`src/rtl/lif_sched_pkg.sv`:
```
// Shared types and constants for the LIF neuron scheduler.
// Optional feature macro: LIF_SCHED_REFRACTORY_EN (see lif_sched.sv).
package lif_sched_pkg;

  typedef enum logic [1:0] {
    IDLE = 2'd0,
    READ = 2'd1,
    CALC = 2'd2
  } state_t;

  localparam int LIF_WIDTH = 8;
  localparam int IDX_W     = 3;
  localparam int MEM_D     = 1 << IDX_W;

  localparam logic CFG_SEL_IEXT   = 1'b0;
  localparam logic CFG_SEL_THRESH = 1'b1;

  function automatic logic [3:0] popcount8(input logic [7:0] bits);
    logic [3:0] cnt;
    cnt = '0;
    for (int i = 0; i < 8; i++) begin
      cnt = cnt + {3'b000, bits[i]};
    end
    return cnt;
  endfunction

endpackage

```
`src/rtl/lif_update_core.sv`:
```
// Combinational LIF step: leak, external drive, inhibition, clamp and threshold.
module lif_update_core #(
  parameter int WIDTH      = 8,
  parameter int LEAK_SHIFT = 3
) (
  input  logic [WIDTH-1:0] v,
  input  logic [WIDTH-1:0] i_ext,
  input  logic [WIDTH-1:0] thresh,
  input  logic [WIDTH+1:0] inh,
  output logic [WIDTH-1:0] v_nxt,
  output logic             spk
);

  localparam int SW = WIDTH + 2;

  logic [WIDTH-1:0] leak;
  logic [SW-1:0]    s;
  logic [WIDTH-1:0] s_clamp;

  assign leak = v >> LEAK_SHIFT;

  // Two guard bits hold the full signed range; the top bit flags a negative sum.
  always_comb begin
    s = {2'b00, v} - {2'b00, leak} + {2'b00, i_ext} - inh;
    if (s[SW-1]) begin
      s_clamp = '0;
    end else if (s[SW-2]) begin
      s_clamp = '1;
    end else begin
      s_clamp = s[WIDTH-1:0];
    end
    spk   = (s_clamp >= thresh);
    v_nxt = spk ? '0 : s_clamp;
  end

endmodule

```
`src/rtl/lif_sched.sv`:
```
// Time-multiplexed LIF scheduler: one shared update core swept over all virtual neurons per tick.
// Define LIF_SCHED_REFRACTORY_EN to add per-neuron refractory counters.
module lif_sched
  import lif_sched_pkg::*;
#(
  parameter int NUM_NEURONS = 4,
  parameter int WIDTH       = LIF_WIDTH,
  parameter int LEAK_SHIFT  = 3,
  parameter int W_INH       = 4,
  parameter int REFRAC      = 2
) (
  input  logic                   clk,
  input  logic                   reset,
  input  logic                   tick,
  input  logic                   cfg_we,
  input  logic                   cfg_sel,
  input  logic [IDX_W-1:0]       cfg_addr,
  input  logic [WIDTH-1:0]       cfg_data,
  output logic                   cfg_ready,
  input  logic [IDX_W-1:0]       rd_addr,
  output logic [WIDTH-1:0]       rd_voltage,
  output logic [NUM_NEURONS-1:0] spike_vec,
  output logic                   done,
  output logic                   busy,
  output logic                   overrun
);

  localparam int N  = NUM_NEURONS;
  localparam int SW = WIDTH + 2;

  state_t state, state_nxt;

  logic [IDX_W-1:0] idx;
  logic [WIDTH-1:0] v_mem    [MEM_D];
  logic [WIDTH-1:0] iext_mem [MEM_D];
  logic [WIDTH-1:0] thr_mem  [MEM_D];
  logic [WIDTH-1:0] op_v, op_iext, op_thr;
  logic [N-1:0]     spk_nxt, spk_merge, bit_n, peer;
  logic [3:0]       peer_cnt;
  logic [SW-1:0]    inh;
  logic [WIDTH-1:0] core_v_nxt, v_wr;
  logic             core_spk, spk_wr;
  logic             last_idx, cfg_hit;

  assign busy      = (state != IDLE);
  assign cfg_ready = ~busy;
  assign last_idx  = (idx == IDX_W'(N - 1));
  assign cfg_hit   = cfg_we && !busy && ({1'b0, cfg_addr} < (IDX_W + 1)'(N));

  // Inhibition counts only peers that spiked in the previous completed step.
  assign bit_n    = N'(1) << idx;
  assign peer     = spike_vec & ~bit_n;
  assign peer_cnt = popcount8(8'(peer));
  assign inh      = SW'(W_INH) * SW'(peer_cnt);

  lif_update_core #(
    .WIDTH      (WIDTH),
    .LEAK_SHIFT (LEAK_SHIFT)
  ) u_core (
    .v      (op_v),
    .i_ext  (op_iext),
    .thresh (op_thr),
    .inh    (inh),
    .v_nxt  (core_v_nxt),
    .spk    (core_spk)
  );

`ifdef LIF_SCHED_REFRACTORY_EN
  localparam int RC_W = 4;
  localparam logic [RC_W-1:0] REFRAC_L = RC_W'(REFRAC);

  logic [RC_W-1:0] refrac_cnt [MEM_D];
  logic            refrac_active;

  assign refrac_active = (refrac_cnt[idx] != '0);

  always_comb begin
    v_wr   = core_v_nxt;
    spk_wr = core_spk;
    if (refrac_active) begin
      v_wr   = '0;
      spk_wr = 1'b0;
    end
  end

  always_ff @(posedge clk) begin
    if (reset) begin
      for (int i = 0; i < MEM_D; i++) begin
        refrac_cnt[i] <= '0;
      end
    end else if (state == CALC) begin
      if (refrac_active) begin
        refrac_cnt[idx] <= refrac_cnt[idx] - 1'b1;
      end else if (core_spk) begin
        refrac_cnt[idx] <= REFRAC_L;
      end
    end
  end
`else
  always_comb begin
    v_wr   = core_v_nxt;
    spk_wr = core_spk;
  end
`endif

  assign spk_merge = (spk_nxt & ~bit_n) | (spk_wr ? bit_n : '0);

  always_comb begin
    state_nxt = state;
    case (state)
      IDLE:    if (tick) state_nxt = READ;
      READ:    state_nxt = CALC;
      CALC:    state_nxt = last_idx ? IDLE : READ;
      default: state_nxt = IDLE;
    endcase
  end

  // Config writes are only taken in IDLE, so they never race the sweep's operand reads.
  always_ff @(posedge clk) begin
    if (reset) begin
      state      <= IDLE;
      idx        <= '0;
      op_v       <= '0;
      op_iext    <= '0;
      op_thr     <= '0;
      spk_nxt    <= '0;
      spike_vec  <= '0;
      done       <= 1'b0;
      overrun    <= 1'b0;
      rd_voltage <= '0;
      for (int i = 0; i < MEM_D; i++) begin
        v_mem[i]    <= '0;
        iext_mem[i] <= '0;
        thr_mem[i]  <= '0;
      end
    end else begin
      state      <= state_nxt;
      done       <= 1'b0;
      rd_voltage <= v_mem[rd_addr];
      if (tick && busy) begin
        overrun <= 1'b1;
      end
      if (cfg_hit) begin
        if (cfg_sel == CFG_SEL_THRESH) begin
          thr_mem[cfg_addr] <= cfg_data;
        end else begin
          iext_mem[cfg_addr] <= cfg_data;
        end
      end
      case (state)
        IDLE: begin
          if (tick) begin
            idx     <= '0;
            spk_nxt <= '0;
          end
        end
        READ: begin
          op_v    <= v_mem[idx];
          op_iext <= iext_mem[idx];
          op_thr  <= thr_mem[idx];
        end
        CALC: begin
          v_mem[idx] <= v_wr;
          spk_nxt    <= spk_merge;
          if (last_idx) begin
            spike_vec <= spk_merge;
            done      <= 1'b1;
          end else begin
            idx <= idx + 1'b1;
          end
        end
        default: ;
      endcase
    end
  end

endmodule
```
`config.mk`:
```
export PLATFORM = sky130hd
export DESIGN_NAME = lif_sched
export DESIGN_NICKNAME = d
export VERILOG_FILES = /design/src/rtl/lif_sched_pkg.sv /design/src/rtl/lif_update_core.sv /design/src/rtl/lif_sched.sv
export SDC_FILE = /design/constraint.sdc
export NUM_CORES = 1
export LEC_CHECK = 0
export CORE_MARGIN = 2
export CORE_UTILIZATION = 60
export CTS_BUF_LIST = sky130_fd_sc_hd__clkbuf_4
export CTS_CLUSTER_DIAMETER = 40
export DETAILED_ROUTE_END_ITERATION = 16
export PLACE_DENSITY_LB_ADDON = 0.3
export SLEW_MARGIN = 0
export SYNTH_ARGS = -nofsm -noshare
export SYNTH_HDL_FRONTEND = slang
export SYNTH_SLANG_ARGS = --single-unit
```
`constraint.sdc`:
```
create_clock -name clk -period 9.5 [get_ports clk]
set_input_delay 0.95 -clock clk [delete_from_list [all_inputs] [get_ports clk]]
set_output_delay 0.95 -clock clk [all_outputs]
set_load 0.05 [all_outputs]
```
==> qor.csv <==
metric,value,unit
antenna-violating nets left,0,
total number of nets in the final design,1037,
share of synthesized registers carrying an async set or reset,0,
I/O Pins,35,
routed wire length on met3,1284,µm
top sig layer,met4,
Power per Cell Area,232.5,nW/µm²
length of routed met2 wiring,12010,µm
Die Area,20500,µm²
number of H-tree branching levels,2,
global route total overflow,0,
type of destination of the critical path,register,
First-pass DRT Iterations,5,
number of fill cells,1333,
Slew Limit Fails,0,
family of cells with the greatest summed delay on the critical path,compound AO/OA/AOI/OAI gates,
Setup Buffers After CTS,0,
CP Depth,20,
IO Port Bufs,34,
number of violations of the max-capacitance limit,0,
FF+latch area,6691,µm²
final hold vios,0,
Clock transition at path regs,0.07,ns
DRC marker count from the first detailed-route iteration,516,
worst path required time,10.01,ns
drt wl/cell,18.59,µm
library cell with the largest summed area after synthesis,sky130_fd_sc_hd__edfxtp_1,
Util after Layout,0.6979,
clock skew,0.03977,ns
worst reg-to-reg path cell count,20,
overall routed net length,24040,µm
number of clock sinks seen by CTS,238,
Hold Path Cell Cnt,2,
multi-input gate area in the final layout,4806,µm²
post-detail-place hpwl,16260,µm
data arrival time of the critical path,6.83,ns
total number of yosys warnings,0,
largest stage delay on the critical path,0.73,ns
min cycle time layout,6.325,ns
critical path peak fanout,25,
result of the run,"complete, no violations",
clock root buffer master,sky130_fd_sc_hd__clkbuf_4,
overall die width,143.2,µm
most frequent CP cell,sky130_fd_sc_hd__ha_1,
RSZ-0062 raised after global routing,no,
Tightest Pin Transition,1.102,ns
global-route usage over all layers,0.2455,
fraction of layout instances using a drive strength above 1,0.2074,
number of rows created at floorplan,50,
max-slew headroom at the worst pin,0.2636,
type of the setup path with the least slack,register to register,
worst hold-check slack,0.4654,ns
insertion delay of the later-clocked pin in the worst-skew pair,0.69,ns
DRC errors left,0,
average instance area after synthesis,13.50,µm²
crit path cell chain,"inv_1, ha_1, nor2b_1, fa_1, ha_1, ha_1, inv_1, fa_1, ha_1, o211ai_1, a21oi_1, o31a_1, a22oi_2, nor2_1, ha_1, a21o_1, a21oi_1, o31a_4, o211ai_4, nor2_1",
highest clock frequency the design can meet,158.1,MHz
count of unique library cells instantiated by Yosys,60,
pin count of the biggest net entering global routing,50,
y dimension of the die,143.2,µm
count of cells resized by post-cts repair,0,
Most used DFF post-synth,sky130_fd_sc_hd__edfxtp_1,
routed vias/inst,5.543,
sequential area share after synthesis,0.5753,
number of instances in the synthesized netlist,861,
post-synthesis instance area,11620,µm²
area growth from synthesis to final layout,13.07,%
sum of buffers and inverters on the critical path,2,
Core Box Area,18830,µm²
register bit total from synthesis,238,
total of hold buffers inserted after clock tree synthesis,0,
worst voltage drop across the vdd grid,201.1,µV
clk buf depth,3,
effective utilization at floorplan,0.6172,
LEAKAGE,4.904,nW
share of the clock period used by the worst path,0.6658,
cell with the largest stage delay on the worst path,sky130_fd_sc_hd__dfxtp_2,
Setup crit start kind,register,
antenna violations before repair,1,
path type of the worst min-delay path,register to register,
count of flip-flops with a built-in enable after synthesis,192,
via total after detailed routing,7167,
Sum Neg Setup Slack,0,ns
endpoints failing setup,0,
number of buffers inserted during clock tree synthesis,60,
top area cells in the synthesized netlist,"sky130_fd_sc_hd__edfxtp_1, sky130_fd_sc_hd__mux4_2, sky130_fd_sc_hd__dfxtp_1",
clock tree from TritonCTS,yes,
via count of the first global-routing pass,7257,
area share of the leading cell type in the synthesized netlist,0.4961,
routability congestion estimate from global placement,0.9078,
wire length of the first global-routing pass,38190,µm
Routed met1 length,9981,µm
[through the flow]
stage          std cells  cell area (µm²)  setup slack [ns]  power [mW]
2_1_floorplan        924            11860             3.461       2.021
3_3_place_gp        1178            12370             3.321       2.193
3_5_place_dp        1178            12370             3.207       2.214
4_1_cts             1292            13140             3.170       3.062
5_1_grt             1293            13140             2.720       3.211
6_report            1293            13140             3.175       3.055
[logic make-up (layout without fill, tap and decap cells)]
family / Yosys count / after routing / share of synthesized area
fa+ha+maj: 38 / 38 / 0.04414
buf+inv: 87 / 195 / 0.03219
other cells: 1 / 65 / 0.0003227
simple gates: 324 / 324 / 0.1363
xor+xnor: 9 / 9 / 0.006783
flops: 238 / 238 / 0.5753
mux: 73 / 73 / 0.1319
compound gates: 91 / 91 / 0.07310
[power breakdown]
part	switching (mW)	internal (mW)	leakage, nW
Sequential	0.0249	1.18	2.33
Combinational	0.688	0.315	2.12
Clock	0.413	0.432	0.455
[layout make-up]
type / count / share of cell area
diodes: 1 / 0.0001904
clock inverters: 25 / 0.007903
flip-flops and latches: 238 / 0.5092
multi-input cells: 599 / 0.3657
well taps: 260 / 0.02475
clock buffers: 89 / 0.05084
repair buffers: 42 / 0.03028
inverters: 39 / 0.01114
[worst register-to-register path: stages (launching register included)]
cell and delay, ns:
sky130_fd_sc_hd__dfxtp_2 0.73, sky130_fd_sc_hd__inv_1 0.17, sky130_fd_sc_hd__ha_1 0.27, sky130_fd_sc_hd__nor2b_1 0.16, sky130_fd_sc_hd__fa_1 0.43, sky130_fd_sc_hd__ha_1 0.21, sky130_fd_sc_hd__ha_1 0.27, sky130_fd_sc_hd__inv_1 0.05
sky130_fd_sc_hd__fa_1 0.45, sky130_fd_sc_hd__ha_1 0.37, sky130_fd_sc_hd__o211ai_1 0.21, sky130_fd_sc_hd__a21oi_1 0.12, sky130_fd_sc_hd__o31a_1 0.46, sky130_fd_sc_hd__a22oi_2 0.61, sky130_fd_sc_hd__nor2_1 0.09, sky130_fd_sc_hd__ha_1 0.31
sky130_fd_sc_hd__a21o_1 0.19, sky130_fd_sc_hd__a21oi_1 0.27, sky130_fd_sc_hd__o31a_4 0.42, sky130_fd_sc_hd__o211ai_4 0.19, sky130_fd_sc_hd__nor2_1 0.18
[sequential cells by signal, summed over array words and instances, names as in the netlist]
name / cells
op_v: 8
thr_mem: 64
idx: 3
done: 1
overrun: 1
op_iext: 8
spike_vec: 4
spk_nxt: 3
rd_voltage: 8
state: 2
v_mem: 64
op_thr: 8
iext_mem: 64
[metal layers]
layer,global-route usage,vias to the layer above
met5,0,-
met4,0.1011,0
met3,0.04829,52
met2,0.4029,226
met1,0.3243,3529
li1,-,3360
[cell usage after synthesis (4+ instances only)]
cell type                  count
sky130_fd_sc_hd__a21o_1        8
sky130_fd_sc_hd__buf_2         9
sky130_fd_sc_hd__nor3_2        5
sky130_fd_sc_hd__o21ai_0       8
sky130_fd_sc_hd__fa_1          5
sky130_fd_sc_hd__edfxtp_1    192
sky130_fd_sc_hd__nor2b_1      12
sky130_fd_sc_hd__nand2b_1      8
sky130_fd_sc_hd__a21oi_2       4
sky130_fd_sc_hd__nor2_1      128
sky130_fd_sc_hd__nor3b_1       4
sky130_fd_sc_hd__clkbuf_1     30
sky130_fd_sc_hd__ha_1         33
sky130_fd_sc_hd__and2_1       64
sky130_fd_sc_hd__mux4_2       64
sky130_fd_sc_hd__or2_2        11
sky130_fd_sc_hd__a21oi_1      14
sky130_fd_sc_hd__a311oi_1     24
sky130_fd_sc_hd__xnor2_1       7
sky130_fd_sc_hd__inv_1        37
sky130_fd_sc_hd__or2_1         7
sky130_fd_sc_hd__o21ai_1       4
sky130_fd_sc_hd__mux2i_1       8
sky130_fd_sc_hd__o211ai_4      9
sky130_fd_sc_hd__nand2_1      69
sky130_fd_sc_hd__buf_1         4
sky130_fd_sc_hd__dfxtp_1      46
[placed cells by master, fill, tap and decap left out, types with 8 or more instances in the layout]
cell type,count
sky130_fd_sc_hd__buf_4,9
sky130_fd_sc_hd__mux2i_1,8
sky130_fd_sc_hd__mux4_2,64
sky130_fd_sc_hd__ha_1,33
sky130_fd_sc_hd__edfxtp_1,192
sky130_fd_sc_hd__nor2b_1,11
sky130_fd_sc_hd__nor2_1,128
sky130_fd_sc_hd__a21oi_1,14
sky130_fd_sc_hd__clkinv_1,22
sky130_fd_sc_hd__a21o_1,8
sky130_fd_sc_hd__dfxtp_1,44
sky130_fd_sc_hd__clkbuf_4,89
sky130_fd_sc_hd__or2_2,11
sky130_fd_sc_hd__inv_1,37
sky130_fd_sc_hd__and2_1,64
sky130_fd_sc_hd__o211ai_4,9
sky130_fd_sc_hd__nand2b_1,8
sky130_fd_sc_hd__clkdlybuf4s50_1,33
sky130_fd_sc_hd__nand2_1,69
sky130_fd_sc_hd__conb_1,64
sky130_fd_sc_hd__o21ai_0,8
sky130_fd_sc_hd__a311oi_1,24
[worst paths after layout]
kind / startpoint / endpoint / slack (ns)
hold reg to reg: spk_nxt[2]$_SDFFE_PP0P_ / spk_nxt[2]$_SDFFE_PP0P_ / 0.47
hold / removal: spk_nxt[2]$_SDFFE_PP0P_ / spk_nxt[2]$_SDFFE_PP0P_ / 0.47
setup / recovery: idx[2]$_SDFFE_PP0P_ / v_mem[1][1]$_SDFFCE_PN0P_ / 3.18
setup reg to reg: idx[2]$_SDFFE_PP0P_ / v_mem[1][1]$_SDFFCE_PN0P_ / 3.18
Power figures use the tool's default switching activity.
